`src/rtl/uart_cmd_engine.sv`:
```
`default_nettype none
// ============================================================================
//  Module      : uart_cmd_engine
//  Description : Serialises a command word onto a UART line, MS byte first.
//                Read commands then wait for a timed serial response, which
//                is returned on read_data with a parity/stop error flag.
//  Revision    : 1.0 - initial release
// ============================================================================
module uart_cmd_engine #(
    parameter int CLK_DIV      = 434,
    parameter int CMD_WIDTH    = 16,
    parameter int READ_WIDTH   = 8,
    parameter int PARITY       = 2,
    parameter int GAP_BITS     = 2,
    parameter int TIMEOUT_BITS = 64
) (
    input  logic                  clk,
    input  logic                  rst,
    input  logic [CMD_WIDTH-1:0]  cmd_in,
    input  logic                  cmd_vld,
    output logic                  cmd_rdy,
    input  logic                  rx,
    output logic                  tx,
    output logic                  read_vld,
    output logic [READ_WIDTH-1:0] read_data,
    output logic                  read_err,
    output logic                  rd_timeout
);

    localparam int CMD_BYTES = CMD_WIDTH / 8;
    localparam int RD_BYTES  = READ_WIDTH / 8;
    localparam int MAX_BYTES = (CMD_BYTES > RD_BYTES) ? CMD_BYTES : RD_BYTES;
    localparam int BAUD_W    = $clog2(CLK_DIV);
    localparam int BYTE_W    = (MAX_BYTES > 1) ? $clog2(MAX_BYTES) : 1;
    localparam int GAP_W     = (GAP_BITS > 1) ? $clog2(GAP_BITS) : 1;
    localparam int TO_CYCLES = TIMEOUT_BITS * CLK_DIV;
    // Timeout keeps counting through rejected start candidates, so leave headroom.
    localparam int TO_W      = $clog2(TO_CYCLES + CLK_DIV + 1);

    localparam logic [BAUD_W-1:0] C_BAUD_LAST = BAUD_W'(CLK_DIV - 1);
    localparam logic [BAUD_W-1:0] C_BAUD_HALF = BAUD_W'(CLK_DIV / 2 - 1);
    localparam logic [BYTE_W-1:0] C_CMD_LAST  = BYTE_W'(CMD_BYTES - 1);
    localparam logic [BYTE_W-1:0] C_RD_LAST   = BYTE_W'(RD_BYTES - 1);
    localparam logic [GAP_W-1:0]  C_GAP_LAST  = GAP_W'(GAP_BITS - 1);
    localparam logic [TO_W-1:0]   C_TO_LAST   = TO_W'(TO_CYCLES - 1);

    typedef enum logic [3:0] {
        IDLE     = 4'd0,
        TX_START = 4'd1,
        TX_DATA  = 4'd2,
        TX_PAR   = 4'd3,
        TX_STOP  = 4'd4,
        TX_GAP   = 4'd5,
        RX_WAIT  = 4'd6,
        RX_START = 4'd7,
        RX_DATA  = 4'd8,
        RX_PAR   = 4'd9,
        RX_STOP  = 4'd10,
        DONE     = 4'd11
    } state_t;

    state_t                r_state;
    logic [CMD_WIDTH-1:0]  r_cmd;
    logic                  r_is_write;
    logic [BAUD_W-1:0]     r_baud;
    logic [2:0]            r_bit;
    logic [BYTE_W-1:0]     r_byte;
    logic [GAP_W-1:0]      r_gap;
    logic [TO_W-1:0]       r_to_cnt;
    logic                  r_rx_s1;
    logic                  r_rx_s2;
    logic                  r_rx_prev;
    logic [7:0]            r_rx_byte;
    logic [READ_WIDTH-1:0] r_rd_shift;
    logic                  r_err;

    logic [7:0]            w_tx_byte;
    logic                  w_tx_par;
    logic                  w_rx_par_exp;
    logic                  w_baud_end;
    logic                  w_rx_fall;
    logic [READ_WIDTH-1:0] w_rd_next;

    assign cmd_rdy      = (r_state == IDLE);
    assign w_tx_byte    = r_cmd[CMD_WIDTH-1 -: 8];
    assign w_tx_par     = (PARITY == 1) ? ~^w_tx_byte : ^w_tx_byte;
    assign w_rx_par_exp = (PARITY == 1) ? ~^r_rx_byte : ^r_rx_byte;
    assign w_baud_end   = (r_baud == C_BAUD_LAST);
    assign w_rx_fall    = r_rx_prev & ~r_rx_s2;
    // First received byte ends up in the MS byte after all shifts.
    assign w_rd_next    = (r_rd_shift << 8) | READ_WIDTH'(r_rx_byte);

    // Two-flop synchroniser for rx, plus one delayed copy for edge detection.
    always_ff @(posedge clk) begin
        if (rst) begin
            r_rx_s1   <= 1'b1;
            r_rx_s2   <= 1'b1;
            r_rx_prev <= 1'b1;
        end else begin
            r_rx_s1   <= rx;
            r_rx_s2   <= r_rx_s1;
            r_rx_prev <= r_rx_s2;
        end
    end

    // Transaction state machine: transmit command, optionally receive reply.
    always_ff @(posedge clk) begin
        if (rst) begin
            r_state    <= IDLE;
            tx         <= 1'b1;
            read_vld   <= 1'b0;
            read_err   <= 1'b0;
            rd_timeout <= 1'b0;
            read_data  <= '0;
            r_cmd      <= '0;
            r_is_write <= 1'b0;
            r_baud     <= '0;
            r_bit      <= '0;
            r_byte     <= '0;
            r_gap      <= '0;
            r_to_cnt   <= '0;
            r_rx_byte  <= '0;
            r_rd_shift <= '0;
            r_err      <= 1'b0;
        end else begin
            read_vld   <= 1'b0;
            read_err   <= 1'b0;
            rd_timeout <= 1'b0;
            case (r_state)
                IDLE: begin
                    tx <= 1'b1;
                    if (cmd_vld) begin
                        r_cmd      <= cmd_in;
                        r_is_write <= cmd_in[CMD_WIDTH-1];
                        r_baud     <= '0;
                        r_bit      <= '0;
                        r_byte     <= '0;
                        r_gap      <= '0;
                        r_err      <= 1'b0;
                        r_rd_shift <= '0;
                        tx         <= 1'b0;
                        r_state    <= TX_START;
                    end
                end
                TX_START: begin
                    if (w_baud_end) begin
                        r_baud  <= '0;
                        tx      <= w_tx_byte[0];
                        r_state <= TX_DATA;
                    end else begin
                        r_baud <= r_baud + BAUD_W'(1);
                    end
                end
                TX_DATA: begin
                    if (w_baud_end) begin
                        r_baud <= '0;
                        if (r_bit == 3'd7) begin
                            r_bit <= '0;
                            if (PARITY != 0) begin
                                tx      <= w_tx_par;
                                r_state <= TX_PAR;
                            end else begin
                                tx      <= 1'b1;
                                r_state <= TX_STOP;
                            end
                        end else begin
                            r_bit <= r_bit + 3'd1;
                            tx    <= w_tx_byte[r_bit + 3'd1];
                        end
                    end else begin
                        r_baud <= r_baud + BAUD_W'(1);
                    end
                end
                TX_PAR: begin
                    if (w_baud_end) begin
                        r_baud  <= '0;
                        tx      <= 1'b1;
                        r_state <= TX_STOP;
                    end else begin
                        r_baud <= r_baud + BAUD_W'(1);
                    end
                end
                TX_STOP: begin
                    if (w_baud_end) begin
                        r_baud <= '0;
                        if (r_byte == C_CMD_LAST) begin
                            // No gap after the final byte.
                            r_byte <= '0;
                            if (r_is_write) begin
                                r_state <= IDLE;
                            end else begin
                                r_to_cnt <= '0;
                                r_state  <= RX_WAIT;
                            end
                        end else begin
                            r_byte <= r_byte + BYTE_W'(1);
                            r_cmd  <= r_cmd << 8;
                            if (GAP_BITS == 0) begin
                                tx      <= 1'b0;
                                r_state <= TX_START;
                            end else begin
                                r_gap   <= '0;
                                r_state <= TX_GAP;
                            end
                        end
                    end else begin
                        r_baud <= r_baud + BAUD_W'(1);
                    end
                end
                TX_GAP: begin
                    if (w_baud_end) begin
                        r_baud <= '0;
                        if (r_gap == C_GAP_LAST) begin
                            r_gap   <= '0;
                            tx      <= 1'b0;
                            r_state <= TX_START;
                        end else begin
                            r_gap <= r_gap + GAP_W'(1);
                        end
                    end else begin
                        r_baud <= r_baud + BAUD_W'(1);
                    end
                end
                RX_WAIT: begin
                    if (r_to_cnt >= C_TO_LAST) begin
                        // Timeout shares DONE so cmd_rdy follows the pulse.
                        rd_timeout <= 1'b1;
                        r_state    <= DONE;
                    end else begin
                        r_to_cnt <= r_to_cnt + TO_W'(1);
                        if (w_rx_fall) begin
                            // One cycle of the start bit has already elapsed.
                            r_baud  <= BAUD_W'(1);
                            r_state <= RX_START;
                        end
                    end
                end
                RX_START: begin
                    r_to_cnt <= r_to_cnt + TO_W'(1);
                    if (r_baud == C_BAUD_HALF) begin
                        r_baud <= '0;
                        if (!r_rx_s2) begin
                            r_bit   <= '0;
                            r_state <= RX_DATA;
                        end else begin
                            r_state <= RX_WAIT;
                        end
                    end else begin
                        r_baud <= r_baud + BAUD_W'(1);
                    end
                end
                RX_DATA: begin
                    if (w_baud_end) begin
                        r_baud    <= '0;
                        r_rx_byte <= {r_rx_s2, r_rx_byte[7:1]};
                        if (r_bit == 3'd7) begin
                            r_bit <= '0;
                            if (PARITY != 0) begin
                                r_state <= RX_PAR;
                            end else begin
                                r_state <= RX_STOP;
                            end
                        end else begin
                            r_bit <= r_bit + 3'd1;
                        end
                    end else begin
                        r_baud <= r_baud + BAUD_W'(1);
                    end
                end
                RX_PAR: begin
                    if (w_baud_end) begin
                        r_baud <= '0;
                        if (r_rx_s2 != w_rx_par_exp) begin
                            r_err <= 1'b1;
                        end
                        r_state <= RX_STOP;
                    end else begin
                        r_baud <= r_baud + BAUD_W'(1);
                    end
                end
                RX_STOP: begin
                    if (w_baud_end) begin
                        r_baud     <= '0;
                        r_rd_shift <= w_rd_next;
                        r_err      <= r_err | ~r_rx_s2;
                        if (r_byte == C_RD_LAST) begin
                            r_byte    <= '0;
                            read_data <= w_rd_next;
                            read_vld  <= 1'b1;
                            read_err  <= r_err | ~r_rx_s2;
                            r_state   <= DONE;
                        end else begin
                            r_byte   <= r_byte + BYTE_W'(1);
                            r_to_cnt <= '0;
                            r_state  <= RX_WAIT;
                        end
                    end else begin
                        r_baud <= r_baud + BAUD_W'(1);
                    end
                end
                DONE: begin
                    r_state <= IDLE;
                end
                default: begin
                    r_state <= IDLE;
                end
            endcase
        end
    end

endmodule
`default_nettype wire

```
`config.mk`:
```
export PLATFORM = sky130hd
export DESIGN_NAME = uart_cmd_engine
export DESIGN_NICKNAME = d
export VERILOG_FILES = /design/src/rtl/uart_cmd_engine.sv
export SDC_FILE = /design/constraint.sdc
export NUM_CORES = 1
export LEC_CHECK = 0
export CAP_MARGIN = 20
export CORE_AREA = 3 3 93 95
export CTS_CLUSTER_SIZE = 25
export DETAILED_ROUTE_END_ITERATION = 16
export DIE_AREA = 0 0 96 98
export PLACE_DENSITY = 0.8
export SLEW_MARGIN = 20
export SYNTH_ARGS = -nofsm -noshare
export SYNTH_HDL_FRONTEND = slang
export SYNTH_SLANG_ARGS = --single-unit
```
`constraint.sdc`:
```
create_clock -name clk -period 3.21 [get_ports clk]
set_input_delay 0.8025 -clock clk [delete_from_list [all_inputs] [get_ports clk]]
set_output_delay 0.8025 -clock clk [all_outputs]
set_load 0.02 [all_outputs]
```
==> key figures <==
STA
  – Final setup viols: 0
  – Setup TNS: 0 ns
  – Final hold slack: between 0.4 and 0.5 ns
  – Slew margin rel.: a little over two fifths
  – Worst Tran Pin Value: about 0.86 ns
  – Clock Skew: 0.01394 ns
  – Max Fclk: between 300 and 400 MHz
  – Final Max Slew Viols: 0
  – Final Hold Viols: 0
  – RSZ-0062 raised after global routing: false
  – Final min period: between 2 and 3 ns
  – Fin crit share: between 90% and 100%

Global route
  – Total gr overflow: 0
  – Largest net degree at the start of global routing: 36
  – Tot GR Track Use: 19.59%
  – Initial antenna violation count: 0
  – Vias in the first global route: about 3300
  – First-pass GRT wire length: 15.00 mm

Synthesis
  – Async set-reset flop share out of synthesis: 0%
  – Synthesized area: 3875 um^2
  – Number of flops mapped to enable cells by yosys: 0
  – Register bit total from synthesis: 74
  – Synth warn: 0
  – Top cell type by total area after synthesis: dfxtp_1
  – Syn Nets: 499
  – Post-synthesis average cell area: 8.192 um^2
  – Ys flop type: dfxtp_1
  – Seq/Total Area, Yosys: 38.23%
  – Gate Count Post-Synth: about 470
  – Top cell type's share of synthesized area: 38.23%
  – Synth top area cells: dfxtp_1 (38%), nor2_1 (6.2%), mux2i_1 (5.7%)
  – Synth unique cells: 56

Drt
  – Detailed-route via count: 3480
  – Vias/cell: 5.752
  – First drt pass iteration count: 5
  – Post-route ant nets: 0
  – DR iter-0 viols: 334
  – WL final: 8.674 mm
  – WL per Instance: 14.34 um
  – Number of remaining DRC errors: 0

Setup path
  – Critical R2R Capture: r_baud[6]
  – R2r startpoint: r_baud[0]
  – Crit path launch type: flip-flop
  – Data required time at the worst endpoint: 2.41 ns
  – CP endpoint: cmd_rdy
  – Crit path kind: flip-flop to output pin
  – Critical Path AT: 2.14 ns
  – Worst Setup SP: r_state[1]
  – Crit Path Max Fanout: 17
  – R2R cell count: 8
  – Setup crit end kind: output pin
  – Worst R2R Setup Slack: 0.53 ns

Clocking
  – Hold_buf cts: 0
  – Setup bufs post-CTS: 0
  – Cts repair resizes: 0
  – # clock sinks: 74
  – Clk root buf: clkbuf_8
  – TritonCTS clock tree: built
  – Worst-skew pair later-pin latency: 0.36 ns
  – Deepest level of the CTS H-tree: 3
  – CTS clk-pin slew, worst paths: 0.08 ns
  – TritonCTS Buffers: 9
  – Bufs on Longest Clock Path: 2

Place
  – Hpwl dp: ~6.2 mm
  – Routability cong.: 0.9399
  – I/O Buffers: 32

Power
  – Max VDD drop: 0.3301 mV
  – Pwr Density: 604.1 nW/um^2
  – Leak pwr: 1.735 nW

Status
  – Status: completed

Floorplanning
  – # IOs: 33
  – Initial Util: 49.63%
  – Chip height: 98 um
  – Die Footprint: 9408 um^2
  – Core box area: 7807 um^2
  – Die Wd: 96 um
  – # rows: 32

Final layout
  – Most common cell after layout, fill and taps aside: dfxtp_1
  – Layout Area Growth over Synthesis: 16.27%
  – Nets: 524
  – # diodes: 0
  – Most frequent cells in the layout: dfxtp_1 (74), nor2_1 (64), nand2_1 (43), nand3_1 (33), clkdlybuf4s50_1 (31)
  – Share of cells above drive strength 1: 7.952%
  – Fill cells: 668
  – Final core utilization: 57.71%

Min path
  – Min-Delay Path Depth: 1
  – Hold WC Path Type: flip-flop to flip-flop

Run
  – MaxCap Viol Count: 0
==> through the flow <==
step	total power, mW	cells	setup WS, ns	cell area, um^2
after CTS	2.724	605	0.2759	4506
after floorplan	1.729	473	0.9471	3875
after global routing	2.872	605	0.2219	4506
after detailed placement	1.968	589	0.4655	4295
after global placement	1.949	589	0.4870	4295
final	2.722	605	0.2702	4506
==> power by group <==
| part | leakage [nW] | switching [mW] | internal [mW] |
|---|---|---|---|
| combinational | 1.03 | 0.481 | 0.390 |
| sequential | 0.601 | 0.0948 | 0.997 |
| clock | 0.103 | 0.371 | 0.388 |
| total | 1.73 | 0.946 | 1.78 |
==> worst min-delay path by stage <==
stage	startpoint	endpoint	slack, ns
floorplan	r_rx_s1	r_rx_s2	0.39
global placement	r_rx_s1	r_rx_s2	0.39
detailed placement	r_rx_s1	r_rx_s2	0.42
CTS	r_rx_s1	r_rx_s2	0.43
global route	r_rx_s1	r_rx_s2	0.46
finish	r_rx_s1	r_rx_s2	0.43
==> registers in the layout, summed over array words and instances, names as in the netlist, 3 cells and up <==
| signal | cells |
|---|---|
| r_cmd | 16 |
| r_bit | 3 |
| r_state | 4 |
| r_baud | 9 |
| r_rx_byte | 8 |
| read_data | 8 |
| r_to_cnt | 15 |
==> cell type report <==
class / instances / area, um^2 / area share (%)
inverter: 13 / 48.80 / 1.083
tap: 102 / 127.6 / 2.833
clock buffer: 10 / 137.6 / 3.055
multi-input combinational: 355 / 2225 / 49.38
clock inverter: 6 / 72.57 / 1.611
sequential: 74 / 1481 / 32.88
timing repair buffer: 45 / 412.9 / 9.164
==> cell families after synthesis <==
group	count (synthesis)	share of synthesized area, %
fa+ha+maj	6	1.937
mux	25	7.136
simple gates	211	26.61
xor+xnor	28	6.684
flops	74	38.23
compound gates	85	14.82
buf+inv	44	4.585
==> Yosys cell counts (2+ instances only) <==
library cell and n:
ha_1 6, nor4_1 4, buf_2 4, o221ai_1 3, or2_2 4, mux2i_1 22, o22ai_1 2, a22o_1 3
a311oi_1 10, or4_4 2, clkbuf_1 26, a21oi_1 25, nor3_1 14, o21ai_0 16, a221o_1 4, and2_1 2
and3_1 4, nor2_1 64, inv_1 13, nor3b_1 2, nand2_1 43, xor2_1 15, nand3_1 33, o211ai_1 2
a31oi_1 6, a211oi_1 3, nand4_1 9, or3_1 6, mux4_2 2, nor2b_1 6, xnor2_1 12, or4_1 3
nand2b_1 7, dfxtp_1 74
==> worst max-delay path, cell delays in order (launching register included) <==
cell and delay [ns]:
dfxtp_1 0.51, or4_4 0.53, inv_1 0.13, clkdlybuf4s50_1 0.62
==> routing by layer <==
| layer | global-route usage [%] | vias up | part of all wire [%] |
|---|---|---|---|
| met5 | 0 | - | 0 |
| met2 | 28.94 | 115 | 46 |
| met1 | 26.74 | 1616 | 47 |
| li1 | - | 1734 | - |
| met3 | 5.855 | 15 | 6.1 |
| met4 | 7.440 | 0 | 1.4 |
(Power assumes the default switching activity.)
